--- src/rtl/imem_arbiter_pkg.sv ---
// imem_arbiter_pkg: shared widths, response-owner enum and counter sizing for the instruction memory arbiter
package imem_arbiter_pkg;
  localparam int BW_DEF = 32;
  localparam int DW_DEF = 8;
  typedef enum logic [1:0] {OWN_NONE, OWN_FETCH, OWN_LOAD} owner_t;
  function automatic int cnt_width(input int max_val);
    return ($clog2(max_val + 1) > 3) ? $clog2(max_val + 1) : 3;
  endfunction
endpackage

--- src/rtl/imem_arbiter_if.sv ---
// imem_arbiter_if: fetch, loader and RAM command/response signals shared by the arbiter and its clients
interface imem_arbiter_if #(parameter int BW = 32, parameter int DW = 8);
  logic          f_req;
  logic [DW-1:0] f_addr;
  logic          f_flush;
  logic          f_gnt;
  logic          f_rvalid;
  logic [BW-1:0] f_rdata;
  logic          l_req;
  logic          l_we;
  logic [DW-1:0] l_addr;
  logic [BW-1:0] l_wdata;
  logic          l_gnt;
  logic          l_rvalid;
  logic [BW-1:0] l_rdata;
  logic          mem_en;
  logic          mem_we;
  logic [DW-1:0] mem_addr;
  logic [BW-1:0] mem_wdata;
  logic [BW-1:0] mem_rdata;
  modport master (
    output f_req, f_addr, f_flush, l_req, l_we, l_addr, l_wdata, mem_rdata,
    input  f_gnt, f_rvalid, f_rdata, l_gnt, l_rvalid, l_rdata, mem_en, mem_we, mem_addr, mem_wdata
  );
  modport slave (
    input  f_req, f_addr, f_flush, l_req, l_we, l_addr, l_wdata, mem_rdata,
    output f_gnt, f_rvalid, f_rdata, l_gnt, l_rvalid, l_rdata, mem_en, mem_we, mem_addr, mem_wdata
  );
endinterface

--- src/rtl/imem_arbiter.sv ---
// imem_arbiter: loader-priority arbitration of one sync RAM port with fetch anti-starvation and flush-aware response routing
module imem_arbiter
  import imem_arbiter_pkg::*;
#(
  parameter int BW         = BW_DEF,
  parameter int DW         = DW_DEF,
  parameter int STARVE_MAX = 4
) (
  input logic         clk,
  input logic         rst,
  imem_arbiter_if.slave bus
);
  localparam int CW = cnt_width(STARVE_MAX);
  logic [CW-1:0] starve_cnt;
  owner_t        owner;
  logic          f_win, l_win, f_own, l_own;
  always_comb begin
    f_win = !rst && bus.f_req && (!bus.l_req || starve_cnt == CW'(STARVE_MAX));
    l_win = !rst && bus.l_req && !f_win;
    f_own = owner == OWN_FETCH && !bus.f_flush;
    l_own = owner == OWN_LOAD;
  end
  assign bus.f_gnt     = f_win;
  assign bus.l_gnt     = l_win;
  assign bus.mem_en    = f_win || l_win;
  assign bus.mem_we    = l_win && bus.l_we;
  assign bus.mem_addr  = f_win ? bus.f_addr : l_win ? bus.l_addr : DW'(0);
  assign bus.mem_wdata = l_win ? bus.l_wdata : BW'(0);
  assign bus.f_rvalid  = f_own;
  assign bus.f_rdata   = f_own ? bus.mem_rdata : BW'(0);
  assign bus.l_rvalid  = l_own;
  assign bus.l_rdata   = l_own ? bus.mem_rdata : BW'(0);
  // a fetch granted under flush is already stale, so it never claims the response slot
  always_ff @(posedge clk or posedge rst) begin
    if (rst) begin
      starve_cnt <= '0;
      owner      <= OWN_NONE;
    end else begin
      starve_cnt <= (!bus.f_req || f_win) ? '0 :
                    (starve_cnt == CW'(STARVE_MAX)) ? starve_cnt : starve_cnt + 1'b1;
      owner      <= (f_win && !bus.f_flush) ? OWN_FETCH :
                    (l_win && !bus.l_we) ? OWN_LOAD : OWN_NONE;
    end
  end
endmodule
--- src/flat_wrapper.sv ---
// flat-port wrapper written by rule: the top's interface ports become plain ports
module imem_arbiter_flat import imem_arbiter_pkg::*;
#(
  parameter int BW         = BW_DEF,
  parameter int DW         = DW_DEF,
  parameter int STARVE_MAX = 4
)
  (clk, rst, bus_f_req, bus_f_addr, bus_f_flush, bus_l_req, bus_l_we, bus_l_addr, bus_l_wdata, bus_mem_rdata, bus_f_gnt, bus_f_rvalid, bus_f_rdata, bus_l_gnt, bus_l_rvalid, bus_l_rdata, bus_mem_en, bus_mem_we, bus_mem_addr, bus_mem_wdata);
  imem_arbiter_if #(.BW(BW), .DW(DW)) bus_i ();
  input logic clk;
  input logic rst;
  input wire logic [$bits(bus_i.f_req)-1:0] bus_f_req;
  input wire logic [$bits(bus_i.f_addr)-1:0] bus_f_addr;
  input wire logic [$bits(bus_i.f_flush)-1:0] bus_f_flush;
  input wire logic [$bits(bus_i.l_req)-1:0] bus_l_req;
  input wire logic [$bits(bus_i.l_we)-1:0] bus_l_we;
  input wire logic [$bits(bus_i.l_addr)-1:0] bus_l_addr;
  input wire logic [$bits(bus_i.l_wdata)-1:0] bus_l_wdata;
  input wire logic [$bits(bus_i.mem_rdata)-1:0] bus_mem_rdata;
  output wire logic [$bits(bus_i.f_gnt)-1:0] bus_f_gnt;
  output wire logic [$bits(bus_i.f_rvalid)-1:0] bus_f_rvalid;
  output wire logic [$bits(bus_i.f_rdata)-1:0] bus_f_rdata;
  output wire logic [$bits(bus_i.l_gnt)-1:0] bus_l_gnt;
  output wire logic [$bits(bus_i.l_rvalid)-1:0] bus_l_rvalid;
  output wire logic [$bits(bus_i.l_rdata)-1:0] bus_l_rdata;
  output wire logic [$bits(bus_i.mem_en)-1:0] bus_mem_en;
  output wire logic [$bits(bus_i.mem_we)-1:0] bus_mem_we;
  output wire logic [$bits(bus_i.mem_addr)-1:0] bus_mem_addr;
  output wire logic [$bits(bus_i.mem_wdata)-1:0] bus_mem_wdata;
  assign bus_i.f_req = bus_f_req;
  assign bus_i.f_addr = bus_f_addr;
  assign bus_i.f_flush = bus_f_flush;
  assign bus_i.l_req = bus_l_req;
  assign bus_i.l_we = bus_l_we;
  assign bus_i.l_addr = bus_l_addr;
  assign bus_i.l_wdata = bus_l_wdata;
  assign bus_i.mem_rdata = bus_mem_rdata;
  assign bus_f_gnt = bus_i.f_gnt;
  assign bus_f_rvalid = bus_i.f_rvalid;
  assign bus_f_rdata = bus_i.f_rdata;
  assign bus_l_gnt = bus_i.l_gnt;
  assign bus_l_rvalid = bus_i.l_rvalid;
  assign bus_l_rdata = bus_i.l_rdata;
  assign bus_mem_en = bus_i.mem_en;
  assign bus_mem_we = bus_i.mem_we;
  assign bus_mem_addr = bus_i.mem_addr;
  assign bus_mem_wdata = bus_i.mem_wdata;
  imem_arbiter #(.BW(BW), .DW(DW), .STARVE_MAX(STARVE_MAX)) u_core (.clk(clk), .rst(rst), .bus(bus_i));
endmodule
--- config.mk ---
export PLATFORM = sky130hd
export DESIGN_NAME = imem_arbiter_flat
export DESIGN_NICKNAME = d
export VERILOG_FILES = /design/src/rtl/imem_arbiter_pkg.sv /design/src/rtl/imem_arbiter_if.sv /design/src/rtl/imem_arbiter.sv /design/src/flat_wrapper.sv
export SDC_FILE = /design/constraint.sdc
export NUM_CORES = 1
export LEC_CHECK = 0
export CORE_AREA = 2 2 77 79
export CTS_CLUSTER_DIAMETER = 80
export DETAILED_ROUTE_END_ITERATION = 10
export DIE_AREA = 0 0 79 81
export PLACE_DENSITY = 0.77
export SKIP_CTS_REPAIR_TIMING = 1
export SYNTH_ARGS = -nofsm -noshare
export SYNTH_HDL_FRONTEND = slang
export SYNTH_SLANG_ARGS = --single-unit
--- constraint.sdc ---
create_clock -name clk -period 1.8 [get_ports clk]
set_input_delay 0.18 -clock clk [delete_from_list [all_inputs] [get_ports clk]]
set_output_delay 0.18 -clock clk [all_outputs]
set_load 0.005 [all_outputs]
Word level (Yosys, flattened, before mapping):

Cells that the tools add are included.
W data, S select, Z words.

* register bits: 5
* bits in latches: 0
* RAM bits: 0
* memory bits (read-only): 0
* input port bits: 86
* output and inout bits: 110
* logic and storage cells: 33
* memories kept: 0

* add/sub/neg operators: 1
* multipliers: 0
* divide/modulo/power cells: 0
* order comparisons: 0
* equality and inequality tests: 4
* shifts and indexed selects: 0
* mux-type cells: 9
* bitwise operators: 0
* reduce and logical (&&, ||, !) cells: 17

Operators by type and width (number)
* $mux W32: 3
* $mux W8: 2
* $logic_and A1 B1 Y1: 8
* $logic_not A1 Y1: 6
* $mux W3: 2
* $mux W2: 2
* $add A3 B1 Y3 const B: 1
* $eq A3 B3 Y1 const B: 1
* $logic_or A1 B1 Y1: 3
* $eq A2 B1 Y1 const B: 1
* $eq A2 B2 Y1 const B: 1
* $ne A2 B2 Y1 const B: 1

Longest topological paths before layout:

* word-level depth: 8
* mapped depth: 7
* gate-level depth less buffers: 5

Worst setup path after synthesis:

OpenSTA, ideal clock, no wires.

* path type: reg2out
* from: reg u_core.starve_cnt[0]
* to: out bus_mem_addr[2]
* arrival time: 1.337 ns
* required time: 1.620 ns
* path slack: 0.283 ns
* cell stages (with the launch flop): 8
* path buffers: 2
* path through: dfrtp_1 -> inv_1 -> ha_1 -> nand3_2 -> and3_4 -> buf_6 -> buf_6 -> a22o_1

* cells in the longest elaborated chain, start to end: 7

Ends and longest elaborated chain
* start, declared: line imem_arbiter.sv:14 `logic [CW-1:0] starve_cnt;`
* start signal, assigned: line imem_arbiter.sv:39 `starve_cnt <= (!bus.f_req || f_win) ? '0 :`
* $eq A3 B3 Y1 *: line imem_arbiter.sv:18 `f_win = !rst && bus.f_req && (!bus.l_req || starve_cnt == CW'(STARVE_MAX));`
* $logic_or A1 B1 Y1 *: line imem_arbiter.sv:18
* $logic_and A1 B1 Y1 *: line imem_arbiter.sv:18
* $logic_not A1 Y1: line imem_arbiter.sv:19 `l_win = !rst && bus.l_req && !f_win;`
* $logic_and A1 B1 Y1: line imem_arbiter.sv:19
* $mux W8: line imem_arbiter.sv:27 `assign bus.mem_addr = f_win ? bus.f_addr : l_win ? bus.l_addr : DW'(0);`
* $mux W8 *: line imem_arbiter.sv:27
* end, declared: line flat_wrapper.sv:28 `output wire logic [$bits(bus_i.mem_addr)-1:0] bus_mem_addr;`

Every way passes the cells marked *; elsewhere a longest branch is shown, timed or not.

Final worst setup path:

* from: reg u_core.starve_cnt[1]
* to: out bus_mem_wdata[12]

* cells in the longest elaborated chain, start to end: 6

Ends and longest elaborated chain
* $eq A3 B3 Y1: line imem_arbiter.sv:18
* $logic_or A1 B1 Y1: line imem_arbiter.sv:18
* $logic_and A1 B1 Y1: line imem_arbiter.sv:18
* $logic_not A1 Y1: line imem_arbiter.sv:19
* $logic_and A1 B1 Y1: line imem_arbiter.sv:19
* $mux W32: line imem_arbiter.sv:28 `assign bus.mem_wdata = l_win ? bus.l_wdata : BW'(0);`
* end, declared: line flat_wrapper.sv:29 `output wire logic [$bits(bus_i.mem_wdata)-1:0] bus_mem_wdata;`

Every way passes these cells.

==> flow_summary.ini <==
[floorplanning]
rows = 28
core_mm2 = 0.00568
initial_core_util_pct = 18.7
dieArea_mm2 = 0.00640
ios = 196
die_x_um = 79
chipHeight_um = 81

[final_layout]
regArea_um2 = 125
drive_gt1_share_pct = 21.3
fin_nets = 465
final_common_cell = and2_1
final_cell_mix = 94 x and2_1, 90 x clkdlybuf4s50_1, 78 x dlymetal6s2s_1, 27 x clkbuf_2, 26 x buf_4
multiInputGateArea_um2 = 875
diodes = 0
fillCellCount = 468
syn2layout_area_growth_pct = 240

[power]
p_leak_nw = 2.83
powerDensity_mw_per_mm2 = 232
peakVddDrop_uv = 198

[synthesis]
synthAdderAreaFrac_pct = 2.35
synthArstFlopShare_pct = 100
synth_top_family_by_area = simple AND/OR/NAND/NOR gates
synth-edff-count = 0
ys_ff_latch = 5
synth_area_leader_cell = and2_1
synthMuxAreaShare_pct = 0
netlist_instances = 150
ys.flop_type = dfrtp_1
synth_compound_area_share_pct = 10.8
syn_area_mm2 = 0.00106
yosys_warnings = 0
synth_cell_types = 21
avgSynthCellArea_um2 = 7.09
yosys.area.top_type_share_pct = 57.1
synthTopCellsByArea = and2_1 57%, dfrtp_1 12%, a22o_1 6.6%
synthXorXnorAreaFrac_pct = 0
synth_seq_area_share_pct = 11.8
syn_nets = 238
synth-simple-area-share_pct = 65.9

[run]
drv_cap = 0

[global_route]
grtUsageMet3_pct = 3.22
grt_pass1_wl_mm = 7.47
use_met2_pct = 28.5
grt_max_degree = 34
gr-total-overflow = 0
antenna_found_initial = 0
gr-usage-met1_pct = 15.7
first_global_vias = 1519
grt_use_total_pct = 14.6
busiest_layer = met2

[place]
numPortBuffers = 195
dp_hpwl_mm = 4.52
gp_congestion = 0.817

[routing]
firstDrtPassIters = 4
drt-initial-drc-count = 28
wirelength_mm = 6.45
vias = 1841
wl_per_cell_um = 14.3
drc = 0
viasPerCell = 4.08
antenna_left = 0

[sta]
whs_ns = 0.292
rsz0062_at_grt = true
fin_crit_ns = 2.04
setup_violations = 2
fin_tns_setup_ns = -0.284
skew_ns = 0.000703
min_period_over_period_pct = 113
hold_viol_final = 0
slew_headroom_pct = 83.9
clock.fmax_mhz = 490
tightest_slew_ns = 0.238
slew_violations = 0
setup_ws_ns = -0.241

[worst_setup_path]
critical-path-max-stage-delay_ns = 0.49
worstPathRequired_ns = 1.62
arrival_ns = 1.86
worstPathMaxFanout = 31
critPathKind = reg2out
cp_slowest_cell = clkdlybuf4s50_1
end_kind = primary output
cp-start-kind = register
crit_chain = inv_2, ha_4, nand3_2, and3_4, buf_12, and2_1, clkdlybuf4s50_1

[clocking]
clkSinkCount = 5
cts_inserted_buffers = 3
cts_max_level = 1
clk_path_buf_depth = 2
cts_tree = yes
path_clk_slew_ns = 0.03
root_buffer = clkbuf_8
insertion_delay_ns = 0.22

[run_status]
status = finished, violations left
failed_checks = setup timing

[worst_hold_path]
hold_class = in2async
-- report_power, final --
group          internal (mW)  leakage (nW)  total [mW]  switching [mW]
sequential             0.119        0.0673       0.124         0.00542
combinational          0.359          2.74       0.509           0.150
clock                  0.152        0.0228       0.204          0.0521
-- worst max-delay path, delay by kind of cell (launching register included) --
kind	cells	cell delay, ns
buffers and inverters	3	0.71
flip-flops	1	0.37
adder cells (fa/ha/maj)	1	0.16
AND/OR/NAND/NOR	3	0.41
-- flip-flops by register name, indices dropped and copies added (netlist names) --
signal and count:
u_core.owner 2, u_core.starve_cnt 3
-- metal layers --
layer	share of wire [%]	vias to the layer above
li1	-	929
met1	38	808
met2	53	96
met3	8.0	8
met4	1.5	0
met5	0	-
-- cell families after synthesis --
kind of cell               count (synthesis)
buffers and inverters                     15
DFF                                        5
AOI/OAI and AO/OA                         15
and+or+nand+nor                          113
adders and majority gates                  2
-- cell type report --
type | instances | share of cell area (%)
repair buffers | 234 | 68.2
multi-input cells | 130 | 24.2
flip-flops and latches | 5 | 3.47
well taps | 75 | 2.60
clock buffers | 4 | 1.25
inverters | 3 | 0.312
-- final timing paths --
check | from | endpoint | slack (ns) | cells after the start
setup / recovery | u_core.starve_cnt[1]$_DFFE_PP0P_ | bus_mem_wdata[12] | -0.24 | 7
hold / removal | rst | u_core.owner[1]$_DFF_PP0_ | 0.29 | 3
setup reg to reg | u_core.starve_cnt[1]$_DFFE_PP0P_ | u_core.owner[1]$_DFF_PP0_ | 0.53 | 6
hold reg to reg | u_core.starve_cnt[2]$_DFFE_PP0P_ | u_core.starve_cnt[2]$_DFFE_PP0P_ | 0.55 | 1
max in group asynchronous | rst | u_core.starve_cnt[0]$_DFFE_PP0P_ | 1.40 | 3
min in group clk | bus_f_flush | u_core.owner[0]$_DFF_PP0_ | 0.32 | 3
-- synthesized netlist by cell type (2+ instances only) --
library cell and count:
o22ai_1 2, a21oi_1 2, ha_1 2, inv_1 3, a22o_1 8, nor2b_1 3
dfrtp_1 5, buf_6 5, clkbuf_1 6, nand2_1 5, nor2_1 3, and2_1 97
-- per-stage QoR --
| stage | setup WS [ns] | utilization, % | total power, mW | instances | instance area, um^2 |
|---|---|---|---|---|---|
| global placement | -0.128 | 56.0 | 0.603 | 422 | 3180 |
| finish | -0.241 | 63.6 | 0.837 | 451 | 3610 |
| CTS | -0.366 | 56.8 | 0.821 | 426 | 3220 |
| detailed placement | -0.153 | 56.0 | 0.609 | 422 | 3180 |
| global route | -0.337 | 63.6 | 0.898 | 451 | 3610 |
| floorplan | 0.283 | - | 0.245 | 150 | 1060 |
Power figures use the tool's default switching activity.
==> RTL change: new RTL, config.mk and constraints unchanged <==
`STARVE_MAX` is set to 4 in 2 places; all go to 8.
--- a/src/rtl/imem_arbiter.sv
+++ b/src/rtl/imem_arbiter.sv
@@ -4,7 +4,7 @@
 #(
   parameter int BW         = BW_DEF,
   parameter int DW         = DW_DEF,
-  parameter int STARVE_MAX = 4
+  parameter int STARVE_MAX = 8
 ) (
   input logic         clk,
   input logic         rst,
--- a/src/flat_wrapper.sv
+++ b/src/flat_wrapper.sv
@@ -3,7 +3,7 @@
 #(
   parameter int BW         = BW_DEF,
   parameter int DW         = DW_DEF,
-  parameter int STARVE_MAX = 4
+  parameter int STARVE_MAX = 8
 )
   (clk, rst, bus_f_req, bus_f_addr, bus_f_flush, bus_l_req, bus_l_we, bus_l_addr, bus_l_wdata, bus_mem_rdata, bus_f_gnt, bus_f_rvalid, bus_f_rdata, bus_l_gnt, bus_l_rvalid, bus_l_rdata, bus_mem_en, bus_mem_we, bus_mem_addr, bus_mem_wdata);
   imem_arbiter_if #(.BW(BW), .DW(DW)) bus_i ();
Formal check against the unedited RTL: not equivalent (a bounded check fails within 10 cycles, from zero or initial values and one cycle with rst high).
==> RTL change against the unedited design <==
- the run still ends with negative setup slack left
- wire length rose by 16%
- cell area rose by 8.7%
- final cell count is 1.6% higher
- setup slack gained 0.10 ns
- clock skew rose by 0.0043 ns
- non-clock buffer count up 4
- sequential cell count rose by 1
- synthesized area is 5.2% higher
- sequential share of layout area grew 0.36 points
- global-route usage rose by 1.0 points
- total power is 12% higher
- die area unchanged
- critical path type unchanged
- largest cell class unchanged
- highest routed layer unchanged
==> RTL change: results <==
[sta]
finalSetupTns_ns = -2.60
finalSetupViolCount = 36
worst_pin_slew_ns = 0.247
fin_ws_ns = -0.142

[final_layout]
finalNonFillerCells = 458
drive_gt1_share_pct = 33.4
diodes = 0
reg.largest.list = u_core.starve_cnt x4, u_core.owner x2

[worst_hold_path]
min_path_type = input pin to flop

[drt]
drt_iter0_drc = 41
dr_wl_met3_um = 842
post_drt_wl_per_cell_um = 16.3
num_vias = 1996

[critical_path]
slowest_stage = dfrtp_1
critPathMaxFanout = 6
arrival_ns = 1.76
cpPeakStageDelay_ns = 0.38
rr_worst_depth = 8
regToRegSetupSlack_ns = 0.32

[place]
dp.final_hpwl_mm = 4.80
place_inst = 428
gp_congestion = 0.781
dp_slack_ns = -0.245

[power_and_ir_drop]
p_sw_share_pct = 25.0
leakage_uw = 0.00287
p_clk_share_pct = 21.6
p_clk_uw = 203

[global_routing]
grt_pass1_vias = 1689
grt_pass1_wl_mm = 7.97
track_usage_pct = 15.6
grt_use_met1_pct = 14.5
use_met3_pct = 6.11

[yosys]
synth.net_count = 241
avgSynthCellArea_um2 = 7.31
ys_top_cells_by_area = and2_1 (54%), dfrtp_1 (13%), a22o_1 (6.3%)
ys_seq_area_share_pct = 13.4
synth_cell_types = 24
ys_top_cells_by_count = and2_1 (97), a22o_1 (8), clkbuf_1 (7), dfrtp_1 (6), buf_6 (4)

[run_status]
violations = negative setup slack
status = finished with violations
RTL change: cell families (layout without fill, tap and decap cells):
kind of cell	after synthesis	count (layout)	synth area share [%]
and+or+nand+nor	116	116	65.1
buffers and inverters	14	244	7.38
AOI/OAI and AO/OA	13	13	10.3
DFF	6	6	13.4
xor gates and xnor gates	2	2	1.57
adders and majority gates	2	2	2.24
RTL change: how the worst min path moves through the flow:
stage / startpoint / end / slack (ns) / cells past startpoint
floorplan: rst / u_core.owner[0] / 0.14 / 2
global placement: rst / u_core.starve_cnt[3] / 0.62 / 3
detailed placement: rst / u_core.starve_cnt[3] / 0.66 / 3
CTS: rst / u_core.starve_cnt[3] / 0.43 / 3
global route: bus_f_flush / u_core.owner[0] / 0.38 / 3
finish: bus_f_flush / u_core.owner[0] / 0.37 / 3
RTL change: cell type report:
cell class                 count  area (µm²)
timing repair buffer         238        2640
fill                         437        1750
multi-input combinational    133         992
sequential                     6         150
tap                           75        93.8
clock buffer                   3        41.3
inverter                       3        11.3
